## src/rtl/ov7670_capture_if.sv

```systemverilog
// Camera parallel bus plus frame buffer write port of the OV7670 capture block.
// master = capture engine side, slave = camera/frame buffer side.
interface ov7670_capture_if #(
   parameter int ADDR_W = 19
);
   logic              cam_pclk;
   logic              cam_vsync;
   logic              cam_href;
   logic [7:0]        cam_d;
   logic              we;
   logic [ADDR_W-1:0] addr;
   logic [11:0]       dout;

   modport master (
      input  cam_pclk,
      input  cam_vsync,
      input  cam_href,
      input  cam_d,
      output we,
      output addr,
      output dout
   );

   modport slave (
      output cam_pclk,
      output cam_vsync,
      output cam_href,
      output cam_d,
      input  we,
      input  addr,
      input  dout
   );
endinterface

```

## src/rtl/ov7670_capture.sv

```systemverilog
// OV7670 RGB444 capture: resyncs the camera bus into clk, pairs bytes into
// 12-bit {R,G,B} words and writes them to a linear frame buffer.
module ov7670_capture #(
   parameter int H_ACTIVE = 640,
   parameter int V_ACTIVE = 480,
   parameter int ADDR_W   = 19
) (
   input  logic             clk,
   input  logic             reset_n,
   input  logic             enable,
   output logic             frame_done,
   output logic             overflow,
   ov7670_capture_if.master bus
);
   localparam logic [ADDR_W-1:0] LAST = ADDR_W'(H_ACTIVE * V_ACTIVE);

   typedef enum logic {
      WAIT_FRAME,
      ACTIVE
   } state_t;

   state_t state_q, state_d;

   logic [10:0]       s1, s2;
   logic              sync_pclk, sync_vs, sync_href;
   logic [7:0]        sync_d;
   logic              pclk_d, vs_d;
   logic              rise_q, vs_rise_q, vs_fall_q, href_q;
   logic [7:0]        d_q;
   logic              phase;
   logic [3:0]        r;
   logic              we_q;
   logic [ADDR_W-1:0] addr_q;
   logic [11:0]       dout_q;
   logic              start, fin, capture;

   assign sync_pclk = s2[10];
   assign sync_vs   = s2[9];
   assign sync_href = s2[8];
   assign sync_d    = s2[7:0];

   // Edge register keeps href/data aligned with the detected pclk edge
   always_ff @(posedge clk or negedge reset_n) begin
      if (!reset_n) begin
         s1        <= '0;
         s2        <= '0;
         pclk_d    <= 1'b0;
         vs_d      <= 1'b0;
         rise_q    <= 1'b0;
         vs_rise_q <= 1'b0;
         vs_fall_q <= 1'b0;
         href_q    <= 1'b0;
         d_q       <= '0;
      end else begin
         s1        <= {bus.cam_pclk, bus.cam_vsync,
                       bus.cam_href, bus.cam_d};
         s2        <= s1;
         pclk_d    <= sync_pclk;
         vs_d      <= sync_vs;
         rise_q    <= sync_pclk & ~pclk_d;
         vs_rise_q <= sync_vs & ~vs_d;
         vs_fall_q <= ~sync_vs & vs_d;
         href_q    <= sync_href;
         d_q       <= sync_d;
      end
   end

   always_ff @(posedge clk or negedge reset_n) begin
      if (!reset_n) begin
         state_q <= WAIT_FRAME;
      end else begin
         state_q <= state_d;
      end
   end

   always_comb begin
      state_d = state_q;
      start   = 1'b0;
      fin     = 1'b0;
      case (state_q)
         WAIT_FRAME: begin
            if (vs_fall_q && enable) begin
               state_d = ACTIVE;
               start   = 1'b1;
            end
         end
         ACTIVE: begin
            if (vs_rise_q) begin
               state_d = WAIT_FRAME;
               fin     = 1'b1;
            end
         end
         default: state_d = WAIT_FRAME;
      endcase
   end

   assign capture = (state_q == ACTIVE) && rise_q && href_q;

   // A pixel completing with vs_rise is still written alongside frame_done
   always_ff @(posedge clk or negedge reset_n) begin
      if (!reset_n) begin
         we_q       <= 1'b0;
         addr_q     <= '0;
         dout_q     <= '0;
         frame_done <= 1'b0;
         overflow   <= 1'b0;
         phase      <= 1'b0;
         r          <= '0;
      end else begin
         we_q       <= 1'b0;
         frame_done <= fin;
         if (start) begin
            addr_q   <= '0;
            phase    <= 1'b0;
            overflow <= 1'b0;
         end else begin
            if (we_q) begin
               addr_q <= addr_q + ADDR_W'(1);
            end
            if (!href_q) begin
               phase <= 1'b0;
            end else if (capture) begin
               phase <= ~phase;
               if (!phase) begin
                  r <= d_q[3:0];
               end else if (addr_q == LAST) begin
                  overflow <= 1'b1;
               end else begin
                  dout_q <= {r, d_q};
                  we_q   <= 1'b1;
               end
            end
         end
      end
   end

   assign bus.we   = we_q;
   assign bus.addr = addr_q;
   assign bus.dout = dout_q;
endmodule
```

## src/flat_wrapper.sv

```systemverilog
// flat-port wrapper written by rule: the top's interface ports become plain ports
module ov7670_capture_flat 
#(
   parameter int H_ACTIVE = 640,
   parameter int V_ACTIVE = 480,
   parameter int ADDR_W   = 19
)
  (clk, reset_n, enable, frame_done, overflow, bus_cam_pclk, bus_cam_vsync, bus_cam_href, bus_cam_d, bus_we, bus_addr, bus_dout);
  ov7670_capture_if #(.ADDR_W(ADDR_W)) bus_i ();
  input  logic clk;
  input  logic reset_n;
  input  logic enable;
  output logic frame_done;
  output logic overflow;
  input wire logic [$bits(bus_i.cam_pclk)-1:0] bus_cam_pclk;
  input wire logic [$bits(bus_i.cam_vsync)-1:0] bus_cam_vsync;
  input wire logic [$bits(bus_i.cam_href)-1:0] bus_cam_href;
  input wire logic [$bits(bus_i.cam_d)-1:0] bus_cam_d;
  output wire logic [$bits(bus_i.we)-1:0] bus_we;
  output wire logic [$bits(bus_i.addr)-1:0] bus_addr;
  output wire logic [$bits(bus_i.dout)-1:0] bus_dout;
  assign bus_i.cam_pclk = bus_cam_pclk;
  assign bus_i.cam_vsync = bus_cam_vsync;
  assign bus_i.cam_href = bus_cam_href;
  assign bus_i.cam_d = bus_cam_d;
  assign bus_we = bus_i.we;
  assign bus_addr = bus_i.addr;
  assign bus_dout = bus_i.dout;
  ov7670_capture #(.H_ACTIVE(H_ACTIVE), .V_ACTIVE(V_ACTIVE), .ADDR_W(ADDR_W)) u_core (.clk(clk), .reset_n(reset_n), .enable(enable), .frame_done(frame_done), .overflow(overflow), .bus(bus_i));
endmodule
```

## config.mk

```make
export PLATFORM = sky130hd
export DESIGN_NAME = ov7670_capture_flat
export DESIGN_NICKNAME = d
export VERILOG_FILES = /design/src/rtl/ov7670_capture_if.sv /design/src/rtl/ov7670_capture.sv /design/src/flat_wrapper.sv
export SDC_FILE = /design/constraint.sdc
export NUM_CORES = 1
export LEC_CHECK = 0
export CAP_MARGIN = 10
export CORE_MARGIN = 4
export CORE_UTILIZATION = 35
export DETAILED_ROUTE_END_ITERATION = 10
export GPL_TIMING_DRIVEN = 0
export PLACE_DENSITY = 0.55
export SYNTH_ARGS = -nofsm -noshare
export SYNTH_HDL_FRONTEND = slang
export SYNTH_SLANG_ARGS = --single-unit
```

## constraint.sdc

```tcl
create_clock -name clk -period 3.54 [get_ports clk]
set_input_delay 0.708 -clock clk [delete_from_list [all_inputs] [get_ports clk]]
set_output_delay 0.708 -clock clk [all_outputs]
set_load 0.03 [all_outputs]
```

# ---- After elaboration in Yosys (flattened, before gate mapping)
# Index checks and enable logic that the tools add are counted.
dict set report word_totals {
  reg_bits 76
  input_bits 14
}
dict set report classes {
  n_addsub 1
  eq_ne 2
  mux 21
  n_bitwise 10
  n_reduce_logical 11
}
# operator n
set ops {}
lappend ops {{$mux 19} 2}
lappend ops {{$add 19x1->19 const B} 1}
lappend ops {{$eq 19x19->1 const B} 1}
lappend ops {{$mux 1} 18}
lappend ops {{$reduce_bool 2->1} 5}
lappend ops {{$reduce_and 4->1} 2}
lappend ops {{$not 1->1} 7}
lappend ops {{$reduce_and 5->1} 1}
lappend ops {{$and 1x1->1} 3}
lappend ops {{$logic_and 1x1->1} 3}
lappend ops {{$ne 3x3->1 const B} 1}
lappend ops {{$pmux 1 s2} 1}

# ---- Longest topological paths before layout
dict set report depth {
  depth_word 6
  depth_mapped 7
  mapped_depth_nobuf 6
}

# ---- Worst setup path after synthesis
# No wires, ideal clock.
dict set report synth_timing {
  path_type {flip-flop to flip-flop}
  start {register u_core.addr_q[0], in the netlist u_core.bus.addr[0]}
  end {register u_core.dout_q[10], in the netlist u_core.bus.dout[10]}
  arrival_ns 2.053
  required_time_ns 3.415
  slack_ns 1.362
  path_stages_with_launch 8
  cell_sequence {dfrtp_1 -> inv_1 -> ha_1 -> nor4bb_1 -> nand3_1 -> o21ai_0 -> buf_4 -> mux2_2}
}
dict set report synth_between {
  elab_chain_cells 3
}
# element line_no
set synth_rtl {}
lappend synth_rtl {{start, declared} ov7670_capture.sv:33} ;# logic [ADDR_W-1:0] addr_q;
lappend synth_rtl {{start signal, assigned} ov7670_capture.sv:118} ;# addr_q <= addr_q + ADDR_W'(1);
lappend synth_rtl {{$eq 19x19->1} ov7670_capture.sv:126} ;# end else if (addr_q == LAST) begin
lappend synth_rtl {{$not 1->1 (no source line)} --}
lappend synth_rtl {{$reduce_and 5->1 (no source line)} --}
lappend synth_rtl {{end signal, assigned} ov7670_capture.sv:129} ;# dout_q <= {r, d_q};
lappend synth_rtl {{end, declared} ov7670_capture.sv:34} ;# logic [11:0] dout_q;
# Every way passes these cells.
# A chain may end at the register's enable or synchronous reset.

# ---- Worst setup path in the final report
dict set report layout_timing {
  start {register u_core.addr_q[0], in the netlist u_core.bus.addr[0]}
  end {register u_core.dout_q[4], in the netlist u_core.bus.dout[4]}
}
# Same word-level chain as after synthesis.

==> flow_metrics.py <==
metrics = {
    "clocking": {
        "gates_resized_cts_repair": 0,
        "post_cts_buffers": 0,
        "ctsLongestPathBuffers": 2,
        "ctsHoldBuffers": 0,
        "tritoncts.num_buffers": 9,
        "h-tree-depth": 3,
        "tritoncts": "built",
        "clock_insertion_delay_worst_skew_ps": 340,
        "clock_tree.root_cell": "clkbuf_8",
        "clk_pin_slew_ps": 80,
        "clock_sink_count": 76,
    },
    "placement": {
        "finalWeightedCongestion": 0.755,
        "portBuffers": 47,
        "placedCellCount": 351,
        "dpl-instance-area_um2": 3380,
        "hpwl_um": 3450,
    },
    "floorplanning": {
        "io-pin-count": 48,
        "fp.dieH_um": 96.9,
        "initial_utilization": 0.358,
        "die_w_um": 96.9,
        "rows": 32,
        "die_area_um2": 9390,
        "coreArea_um2": 7730,
    },
    "route": {
        "via_per_inst": 4.67,
        "antenna_left": 0,
        "finalWirelength_um": 5020,
        "initialDrtViolationCount": 56,
        "first_pass_iters": 4,
        "post-route-drc-count": 0,
        "route.detailed.wl_per_inst_um": 13.7,
        "num_vias": 1715,
    },
    "synthesis": {
        "synthFlopType": "dfrtp_1",
        "synth.top_cell.area_share": 0.687,
        "fraction_of_registers_with_async_set_or_reset_after_synthesis": 1.00,
        "synthMostInstantiatedCell": "dfrtp_1",
        "syn-mean-instance-area_um2": 13.8,
        "synth_edf_count": 0,
        "synth_top_cells_by_count": "dfrtp_1 (76), mux2_2 (16), nor2_1 (16)",
        "synth_largest_area_cell": "dfrtp_1",
        "post_synth_instance_area_um2": 2770,
        "post_synth_inst_count": 201,
        "synth_top_area_cells": "dfrtp_1 (69%), mux2_2 (6.5%), nor2_1 (2.2%)",
        "synth-seq-cells": 76,
        "ys_warn_count": 0,
        "syn_nets": 217,
        "synth_cell_types": 37,
        "part_of_the_yosys_area_used_for_sequential_elements": 0.687,
    },
    "min_path": {
        "hold_path_class": "in -> async",
    },
    "status": {
        "result_of_the_run": "completed",
    },
    "power": {
        "power_leakage_nw": 1.61,
        "ir_drop_mv": 0.254,
        "post-layout-total-power_w": 0.00173,
        "power.density_nw_per_um2": 486,
    },
    "global_routing": {
        "grt_pass1_wl_um": 8520,
        "via_count_of_the_first_global_routing_pass": 1674,
        "initial_antenna_violation_count": 0,
        "grt_ovf": 0,
        "grt_max_degree": 43,
        "global_route.usage.total": 0.116,
    },
    "critical_path": {
        "crit_path_end_kind": "flop",
        "kind_of_start_point_of_the_critical_path": "flop",
        "critical-path-max-stage-delay_ps": 510,
        "critical_path.cell_chain": "inv_1 -> ha_1 -> nor4bb_1 -> nand3_1 -> o21ai_0 -> buf_4 -> mux2_2",
        "path_buf_inv": 2,
        "worst-setup-path-type": "reg -> reg",
        "r2r_cells": 7,
        "worst-path-stages": 7,
        "timing.critical_path.arrival_ps": 2680,
        "critical_path.slowest_cell": "o21ai_0",
        "timing.critical_path.max_delay_family": "compound AO/OA/AOI/OAI gates",
        "worst-path-max-fanout": 10,
        "worst_path_required_time_ps": 3770,
    },
    "finish": {
        "layout-area-overhead-vs-synth_pct": 28.8,
        "antenna-diode-count": 0,
        "finalNetCount": 276,
        "layout.cell_area.non_filler_um2": 3560,
        "fraction_of_final_layout_cells_sized_beyond_drive_strength_1": 0.162,
        "layout.cells.non_filler": 367,
    },
    "timing": {
        "post-route-min-period_ps": 2450,
        "final_report_max_slew_violation_count": 0,
        "final-setup-viol-count": 0,
        "timing.final.crit_share": 0.693,
        "achievable-frequency_ghz": 0.408,
        "hold_violations": 0,
        "rsz0062_at_grt": "no",
        "worst_slew_margin_rel": 0.610,
        "tightest_slew_ps": 579,
        "finClkSkew_ps": 9.24,
    },
    "flow_run": {
        "maxCapViolations": 0,
    },
}
==> cell type report <==
type | count | area (µm²)
inverters | 7 | 26.3
plain buffers | 5 | 23.8
clock inverters | 7 | 56.3
well taps | 102 | 128
clock buffers | 9 | 124
flip-flops and latches | 76 | 1900
repair buffers | 48 | 488
multi-input cells | 113 | 816
fillers | 694 | 4160
==> per-layer routing <==
layer	share of wire	track usage
met3	0.047	0.0324
met4	0.020	0.0648
met2	0.46	0.171
met5	0	0
met1	0.47	0.153
==> state kept, by name, summed over array words and instances, names as in the netlist <==
name	flops
u_core.frame_done	1
u_core.href_q	1
u_core.bus.addr	19
u_core.bus.we	1
u_core.state_q	1
u_core.vs_d	1
u_core.rise_q	1
u_core.s1	11
u_core.vs_rise_q	1
u_core.vs_fall_q	1
u_core.overflow	1
u_core.bus.dout	12
u_core.pclk_d	1
u_core.s2	11
u_core.phase	1
u_core.d_q	8
u_core.r	4
==> layout by cell type, fill, tap and decap left out, drive strengths merged, types with 4 or more instances in the layout <==
cell type and count:
a21oi 4, and3 4, buf 4, clkbuf 12, clkdlybuf4s50 46, dfrtp 76
inv 11, mux2 16, nand2 11, nand3 6, nand4 4, nor2 16
o21ai 6, xnor2 5, xor2 6
==> through the flow <==
step | util | hold WS [ps] | setup TNS [ps] | worst slack (ps)
final | 0.461 | 302 | 0 | 1090
after global routing | 0.461 | 318 | 0 | 871
after CTS | 0.461 | 303 | 0 | 1000
after global placement | 0.436 | 331 | -68060 | -900
after floorplan | - | 331 | 0 | 1360
after detailed placement | 0.438 | 335 | 0 | 1010
==> report_power, final <==
part           internal (W)  leakage (nW)  switching (W)
combinational     0.0000794         0.552      0.0000848
clock              0.000264        0.0910       0.000341
sequential         0.000926         0.970      0.0000342
total               0.00127          1.61       0.000460
==> worst paths after layout <==
kind | slack [ps] | to | startpoint
worst max-delay path | 1090 | u_core.bus.dout[4] | u_core.bus.addr[0]
worst min-delay path | 300 | u_core.bus.addr[14] | reset_n
worst max register to register | 1090 | u_core.bus.dout[4] | u_core.bus.addr[0]
worst min register to register | 350 | u_core.s2[7] | u_core.s1[7]
max in group asynchronous | 2670 | u_core.s1[9] | reset_n
min in group clk | 350 | u_core.s2[7] | u_core.s1[7]
==> cells by family (layout without fill, tap and decap cells) <==
family                     Yosys count  count (layout)  share of synthesized area
buffers and inverters               12              76                     0.0181
adders and majority gates            2               2                    0.00904
muxes                               17              17                     0.0687
xor gates and xnor gates            11              11                     0.0348
DFF                                 76              76                      0.687
AOI/OAI and AO/OA                   18              18                     0.0411
and+or+nand+nor                     65              65                      0.141
(Power assumes the default switching activity.)
